### src/rtl/decrement_repeat_pkg.sv
// Shared types and default sizes for the held-button up/down counters.
package decrement_repeat_pkg;

    localparam int unsigned DEFAULT_WIDTH = 16;
    localparam int unsigned DEFAULT_DLY_W = 64;

    typedef enum logic [1:0] {
        IDLE   = 2'd0,
        FIRST  = 2'd1,
        REPEAT = 2'd2
    } state_e;

endpackage

### src/rtl/decrement_repeat_timer.sv
// Hold-delay counter: counts while run is high and flags when the selected limit is reached.
module repeat_timer
    import decrement_repeat_pkg::*;
#(
    parameter int unsigned DLY_W = DEFAULT_DLY_W
) (
    input  logic             clk,
    input  logic             rst,
    input  logic             clr,
    input  logic             run,
    input  logic [DLY_W-1:0] limit,
    output logic             terminal
);

    logic [DLY_W-1:0] delay_q, delay_d;

    // >= so a limit lowered mid-hold fires next cycle instead of waiting for a wrap
    assign terminal = (delay_q >= limit);

    always_comb begin
        delay_d = delay_q;
        if (clr) begin
            delay_d = '0;
        end else if (run) begin
            delay_d = delay_q + DLY_W'(1);
        end
    end

    always_ff @(posedge clk or negedge rst) begin
        if (!rst) begin
            delay_q <= '0;
        end else begin
            delay_q <= delay_d;
        end
    end

endmodule

### src/rtl/decrement_repeat.sv
// Held-button down-counter with first-step, long-hold delay and faster auto-repeat; wraps 0 -> maxCount.
module decrement_repeat
    import decrement_repeat_pkg::*;
#(
    parameter int unsigned WIDTH = DEFAULT_WIDTH,
    parameter int unsigned DLY_W = DEFAULT_DLY_W
) (
    input  logic             clk,
    input  logic             rst,
    input  logic             signal,
    input  logic [DLY_W-1:0] delaySet,
    input  logic [DLY_W-1:0] repeatSet,
    input  logic [WIDTH-1:0] maxCount,
    input  logic             load,
    input  logic [WIDTH-1:0] loadValue,
    output logic             decremented,
    output logic             wrapped,
    output logic [WIDTH-1:0] count
);

    state_e           state_q, state_d;
    logic [WIDTH-1:0] count_q, count_d;
    logic             dec_q, dec_d;
    logic             wrap_q, wrap_d;
    logic             timer_clr, timer_run, timer_terminal;
    logic [DLY_W-1:0] timer_limit;
    logic [WIDTH-1:0] step_value;
    logic             step_wraps;

    assign timer_limit = (state_q == REPEAT) ? repeatSet : delaySet;

    repeat_timer #(
        .DLY_W (DLY_W)
    ) u_timer (
        .clk      (clk),
        .rst      (rst),
        .clr      (timer_clr),
        .run      (timer_run),
        .limit    (timer_limit),
        .terminal (timer_terminal)
    );

    // Out-of-range values clamp to maxCount without flagging a wrap
    always_comb begin
        step_wraps = 1'b0;
        if (count_q == '0) begin
            step_value = maxCount;
            step_wraps = 1'b1;
        end else if (count_q > maxCount) begin
            step_value = maxCount;
        end else begin
            step_value = count_q - WIDTH'(1);
        end
    end

    always_comb begin
        state_d   = state_q;
        count_d   = count_q;
        dec_d     = 1'b0;
        wrap_d    = 1'b0;
        timer_clr = 1'b0;
        timer_run = 1'b0;
        if (load) begin
            count_d   = (loadValue > maxCount) ? maxCount : loadValue;
            timer_clr = 1'b1;
        end else begin
            unique case (state_q)
                IDLE: begin
                    if (signal) begin
                        count_d   = step_value;
                        dec_d     = 1'b1;
                        wrap_d    = step_wraps;
                        timer_clr = 1'b1;
                        state_d   = FIRST;
                    end
                end
                FIRST, REPEAT: begin
                    if (!signal) begin
                        timer_clr = 1'b1;
                        state_d   = IDLE;
                    end else if (timer_terminal) begin
                        count_d   = step_value;
                        dec_d     = 1'b1;
                        wrap_d    = step_wraps;
                        timer_clr = 1'b1;
                        state_d   = REPEAT;
                    end else begin
                        timer_run = 1'b1;
                    end
                end
                default: begin
                    timer_clr = 1'b1;
                    state_d   = IDLE;
                end
            endcase
        end
    end

    always_ff @(posedge clk or negedge rst) begin
        if (!rst) begin
            state_q <= IDLE;
            count_q <= '0;
            dec_q   <= 1'b0;
            wrap_q  <= 1'b0;
        end else begin
            state_q <= state_d;
            count_q <= count_d;
            dec_q   <= dec_d;
            wrap_q  <= wrap_d;
        end
    end

    assign decremented = dec_q;
    assign wrapped     = wrap_q;
    assign count       = count_q;

endmodule
### config.mk
export PLATFORM = sky130hd
export DESIGN_NAME = decrement_repeat
export DESIGN_NICKNAME = d
export VERILOG_FILES = /design/src/rtl/decrement_repeat_pkg.sv /design/src/rtl/decrement_repeat_timer.sv /design/src/rtl/decrement_repeat.sv
export SDC_FILE = /design/constraint.sdc
export NUM_CORES = 1
export LEC_CHECK = 0
export ABC_AREA = 1
export CAP_MARGIN = 20
export CORE_MARGIN = 4
export CORE_UTILIZATION = 50
export CTS_CLUSTER_SIZE = 40
export DETAILED_ROUTE_END_ITERATION = 16
export GPL_TIMING_DRIVEN = 0
export MAX_ROUTING_LAYER = met4
export PLACE_DENSITY_LB_ADDON = 0.2
export SLEW_MARGIN = 10
export SYNTH_ARGS = -nofsm -noshare
export SYNTH_HDL_FRONTEND = slang
export SYNTH_SLANG_ARGS = --single-unit
### constraint.sdc
create_clock -name clk -period 9.7 [get_ports clk]
set_clock_uncertainty 0.2 [all_clocks]
set_input_delay 2.91 -clock clk [delete_from_list [all_inputs] [get_ports clk]]
set_output_delay 2.91 -clock clk [all_outputs]
set_load 0.005 [all_outputs]
# Yosys cells after proc, flatten, opt, wreduce, memory -nomap -nowiden
# Cells that the tools add are included.
dict set report totals {
  register_bits 84
  input_bits 164
  out_inout_bits 18
  word_cells 58
}
dict set report op_classes {
  add_sub_neg 2
  order_cmp 3
  eq_ne 7
  mux 33
  bitwise 1
  reduce_logical 7
}
# cell n
set op_table {}
lappend op_table {{$mux 64} 3}
lappend op_table {{$mux 16} 7}
lappend op_table {{$add 64x1->64 const B} 1}
lappend op_table {{$ge 64x64->1} 1}
lappend op_table {{$gt 16x16->1} 2}
lappend op_table {{$pmux 16 s2} 1}
lappend op_table {{$logic_not 16->1} 1}
lappend op_table {{$sub 16x1->16 const B} 1}
lappend op_table {{$mux 1} 15}
lappend op_table {{$ne 3x3->1 const B} 4}
lappend op_table {{$mux 2} 3}
lappend op_table {{$pmux 1 s2} 3}
lappend op_table {{$pmux 2 s2} 1}
lappend op_table {{$reduce_and 4->1} 1}
lappend op_table {{$reduce_and 3->1} 1}
lappend op_table {{$reduce_bool 3->1} 1}
lappend op_table {{$eq 2x1->1 const B} 1}
lappend op_table {{$eq 2x2->1 const B} 1}
lappend op_table {{$logic_not 2->1} 1}
lappend op_table {{$ne 2x2->1 const B} 1}
lappend op_table {{$reduce_bool 2->1} 1}
lappend op_table {{$reduce_or 2->1} 1}
lappend op_table {{$not 1->1} 1}

# Depth between registers and ports, before layout
dict set report depth {
  word_depth 9
  depth_mapped 23
}

# Hierarchy
# A second synthesis with hierarchy kept.
dict set report unflattened {
  hier_cells 1405
  hier_area_um2 9564.2
}
# mod instances cells_each area_per_inst_um2
set modules_own_cells {}
lappend modules_own_cells {repeat_timer 1 880 5953.2}
lappend modules_own_cells {decrement_repeat 1 525 3611.0}

# Worst setup path before layout
# Ideal clock, no wire load.
dict set report synth_timing {
  path_kind {input-to-reg}
  startpoint {input repeatSet[0]}
  endpoint {register count_q[0], in the netlist count[0]}
  setup_ps 117
  t_arrival_ps 4559
  t_required_ps 9383
  path_slack_ps 4824
  stages 17
  path_buffers 1
  path_cell_list {mux2_2 -> ha_1 -> nand2_1 -> nor2_1 -> nand2_1 -> nor2_1 -> nand2_1 -> nand2_1 -> nor2_1 -> nand2_1 -> nand2_2 -> nand2_1 -> o21ai_4 -> nand2_2 -> buf_6 -> nand2_1 -> nand2_1}
}
dict set report synth_via {
  elab_chain_cells 4
}
# item line
set synth_lines {}
lappend synth_lines {{start: declaration} decrement_repeat.sv:12} ;# input logic [DLY_W-1:0] repeatSet,
lappend synth_lines {{$mux 64} decrement_repeat.sv:30} ;# assign timer_limit = (state_q == REPEAT) ? repeatSet : delaySet;
lappend synth_lines {{$ge 64x64->1} decrement_repeat_timer.sv:18} ;# assign terminal = (delay_q >= limit);
lappend synth_lines {{$ne 3x3->1 (no source line)} -}
lappend synth_lines {{$reduce_and 4->1 (no source line)} -}
lappend synth_lines {{end signal: assignment} decrement_repeat.sv:107} ;# count_q <= count_d;
lappend synth_lines {{end: declaration} decrement_repeat.sv:22} ;# logic [WIDTH-1:0] count_q, count_d;
# No other way between the ends.
# A chain may end at the register's enable or synchronous reset.

# Final worst setup path
dict set report layout_timing {
  startpoint {input repeatSet[35]}
  endpoint {register count_q[5], in the netlist count[5]}
}
# Same word-level chain as after synthesis.

==> flow_summary.toml <==
[setup_path]
critPathLaunchType = "primary input"
critPathMaxFanout = 10
r2r_slack_ns = 4.93
arrival_ns = 5.59
crit_path_end_kind = "flip-flop"
cp.required_ns = 9.74
criticalPathCategory = "primary input to flip-flop"

[finish]
final_util_pct = 64.1
drive_gt1_share_pct = 6.46
syn2layout_area_growth_pct = 25.9
final_nets = 1824
final.fill_count = 1739

[logic_synthesis]
syn_inst = 1366
async_flop_share_pct = 100
synth_area_um2 = 9550
ys_types = 44
synthFlopType = "dfrtp_1"
synth_edf_count = 0
ys_seq_elements = 84
yosysSeqAreaShare_pct = 22.0
synth_area_per_cell_um2 = 6.99
syn-num-nets = 1632
yosys_warnings = 0

[global_routing]
first_global_vias = 9414
grt_max_degree = 47
grt_usage_pct = 26.5
grt_pass1_wl_mm = 45.5
grt_overflow = 0
antenna_found_initial = 2

[sta]
worst_pin_slew_ns = 0.974
relSlewSlack_pct = 35.0
tns_ns = 0
max_freq_mhz = 180
finalCritPeriodShare_pct = 57.2
hold_ws_ns = 0.322
report.final.slew_viol_count = 0
rsz0062_at_grt = "no"
setup_viol = 0
finalCriticalPeriod_ns = 5.55
hold_viol_final = 0

[clocking]
clk_latency_ns = 0.35
clk_path_buf_depth = 2
cts_tree = "done"
postCtsHoldBufs = 0
root_buffer = "clkbuf_16"
post_cts_resized = 0
clk_pin_slew_ns = 0.06
cts_buffers = 9
postCtsSetupBuffers = 0
cts.sink_count = 84
h-tree-depth = 3

[die]
die_h_um = 146
rows = 50
io_pins = 182
die_area_um2 = 21400
core_area_um2 = 18800
dieWidth_um = 146
initial_utilization_pct = 50.9

[run_status]
status = "completed"

[drt]
drt_first_pass_iters = 5
wirelength_mm = 27.7
post_drt_wl_per_cell_um = 15.4
antenna_left = 0
via_count = 9610
drc = 0
vias_per_cell = 5.34
drt_iter0_drc = 600

[placed_design]
place_congestion = 1.01
hpwlAfterDp_mm = 22.9
io_buffer_count = 180

[pwr]
power.density_nw_per_um2 = 156
peakVddDrop_mv = 0.0957
p_leak_nw = 6.08

[run]
cap_violations = 0

[min_path]
hp-class = "flip-flop to flip-flop"
==> layer usage <==
layer	routed length [um]	global-route usage, %	vias up
li1	-	-	4872
met2	13500	44.8	288
met3	1590	4.56	52
met4	792	8.37	0
met1	11800	32.4	4398
met5	0	-	-
==> synth_stat cells, types with 2 or more instances <==
master | count | share of area, %
nor4_1 | 16 | 1.0
nor2_1 | 97 | 3.8
o21a_1 | 2 | 0.16
nand2_1 | 396 | 16
dfrtp_1 | 84 | 22
inv_2 | 2 | 0.079
nand3_2 | 38 | 4.0
nand4_1 | 27 | 1.8
xor2_1 | 57 | 5.2
ha_1 | 102 | 13
nor2_4 | 6 | 0.71
buf_6 | 11 | 1.3
a21oi_1 | 42 | 2.2
nand3b_1 | 12 | 0.94
buf_4 | 4 | 0.31
buf_2 | 3 | 0.16
inv_1 | 161 | 6.3
a21o_1 | 3 | 0.24
nor3_2 | 3 | 0.31
o21ai_1 | 2 | 0.10
mux2i_1 | 63 | 6.6
nand2_2 | 6 | 0.39
nand3_1 | 137 | 7.2
nor3_1 | 25 | 1.3
buf_1 | 2 | 0.079
clkinv_1 | 2 | 0.079
o21ai_0 | 13 | 0.68
nand4_2 | 3 | 0.39
xnor2_1 | 15 | 1.4
clkbuf_1 | 18 | 0.71
==> final cells by class <==
type                    instances  area, um2  area share, %
repair buffers                181       1830           15.2
diodes                          2       5.00         0.0416
well taps                     234        293           2.43
flip-flops and latches         84       2100           17.5
clock inverters                 4       95.1          0.791
multi-input cells            1079       6590           54.8
plain buffers                  38        244           2.03
inverters                     165        619           5.15
clock buffers                  12        256           2.13
==> sequential cells by signal (all words and copies together) (netlist names) <==
register,flops
u_timer.delay_q,64
count,16
state_q,2
decremented,1
wrapped,1
==> report_power, final <==
group	switching (mW)	internal [mW]	total [mW]
clock	0.149	0.266	0.415
sequential	0.0736	0.389	0.462
combinational	0.574	0.431	1.01
==> cell families (layout without fill, tap and decap cells) <==
family                     count (synthesis)  after routing  synth area share, %
AOI/OAI and AO/OA                         67             67                 3.96
other                                      0              2                    0
buffers and inverters                    203            400                 9.04
DFF                                       84             84                 22.0
muxes                                     64             64                 6.72
adders and majority gates                102            102                 13.4
and+or+nand+nor                          774            774                 38.3
xor gates and xnor gates                  72             72                 6.60
==> metrics by stage <==
step | setup WS (ns) | area (um2) | power, mW | std cells
floorplan | 4.82 | 9550 | 1.12 | 1366
finish | 4.15 | 12000 | 1.88 | 1799
detailed placement | 3.77 | 11700 | 1.47 | 1781
global placement | 2.48 | 11600 | 1.44 | 1780
global route | 3.93 | 12000 | 2.02 | 1799
CTS | 4.13 | 12000 | 1.88 | 1797
==> worst paths after layout <==
| check | startpoint | endpoint | cells past startpoint |
|---|---|---|---|
| hold / removal | state_q[0] | state_q[0] | 2 |
| setup reg to reg | state_q[0] | count[5] | 19 |
| setup / recovery | repeatSet[35] | count[5] | 18 |
| hold reg to reg | state_q[0] | state_q[0] | 2 |
| min in group asynchronous | rst | count[2] | 1 |
| max in group asynchronous | rst | u_timer.delay_q[43] | 2 |
==> cell usage in the layout (no fill, tap or decap), types with 5 or more instances in the layout <==
cell type / count
clkbuf_1: 19
xnor2_1: 15
nand2_2: 6
buf_6: 11
clkdlybuf4s50_1: 179
nor3_1: 25
nand3b_1: 12
buf_4: 5
dfrtp_1: 84
nand3_1: 137
mux2i_1: 63
inv_1: 161
nor4_1: 16
clkbuf_16: 9
nor2_1: 97
nand4_1: 27
o21ai_0: 13
nand3_2: 38
xor2_1: 57
nand2_1: 396
ha_1: 102
nor2_4: 6
a21oi_1: 42
==> critical path, stage by stage <==
cell and delay [ns]:
clkdlybuf4s50_1 0.40, mux2i_1 0.25, ha_1 0.30, nand2_1 0.07, inv_1 0.05, nand2_1 0.06
nand2_1 0.04, nand2_1 0.06, nand3_1 0.13, nand3_1 0.10, nand2_1 0.08, nor2_4 0.19
nand2_1 0.14, o21ai_4 0.27, nand2_2 0.21, buf_6 0.19, nand2_1 0.07, nand2_1 0.06
(Power assumes the default switching activity.)
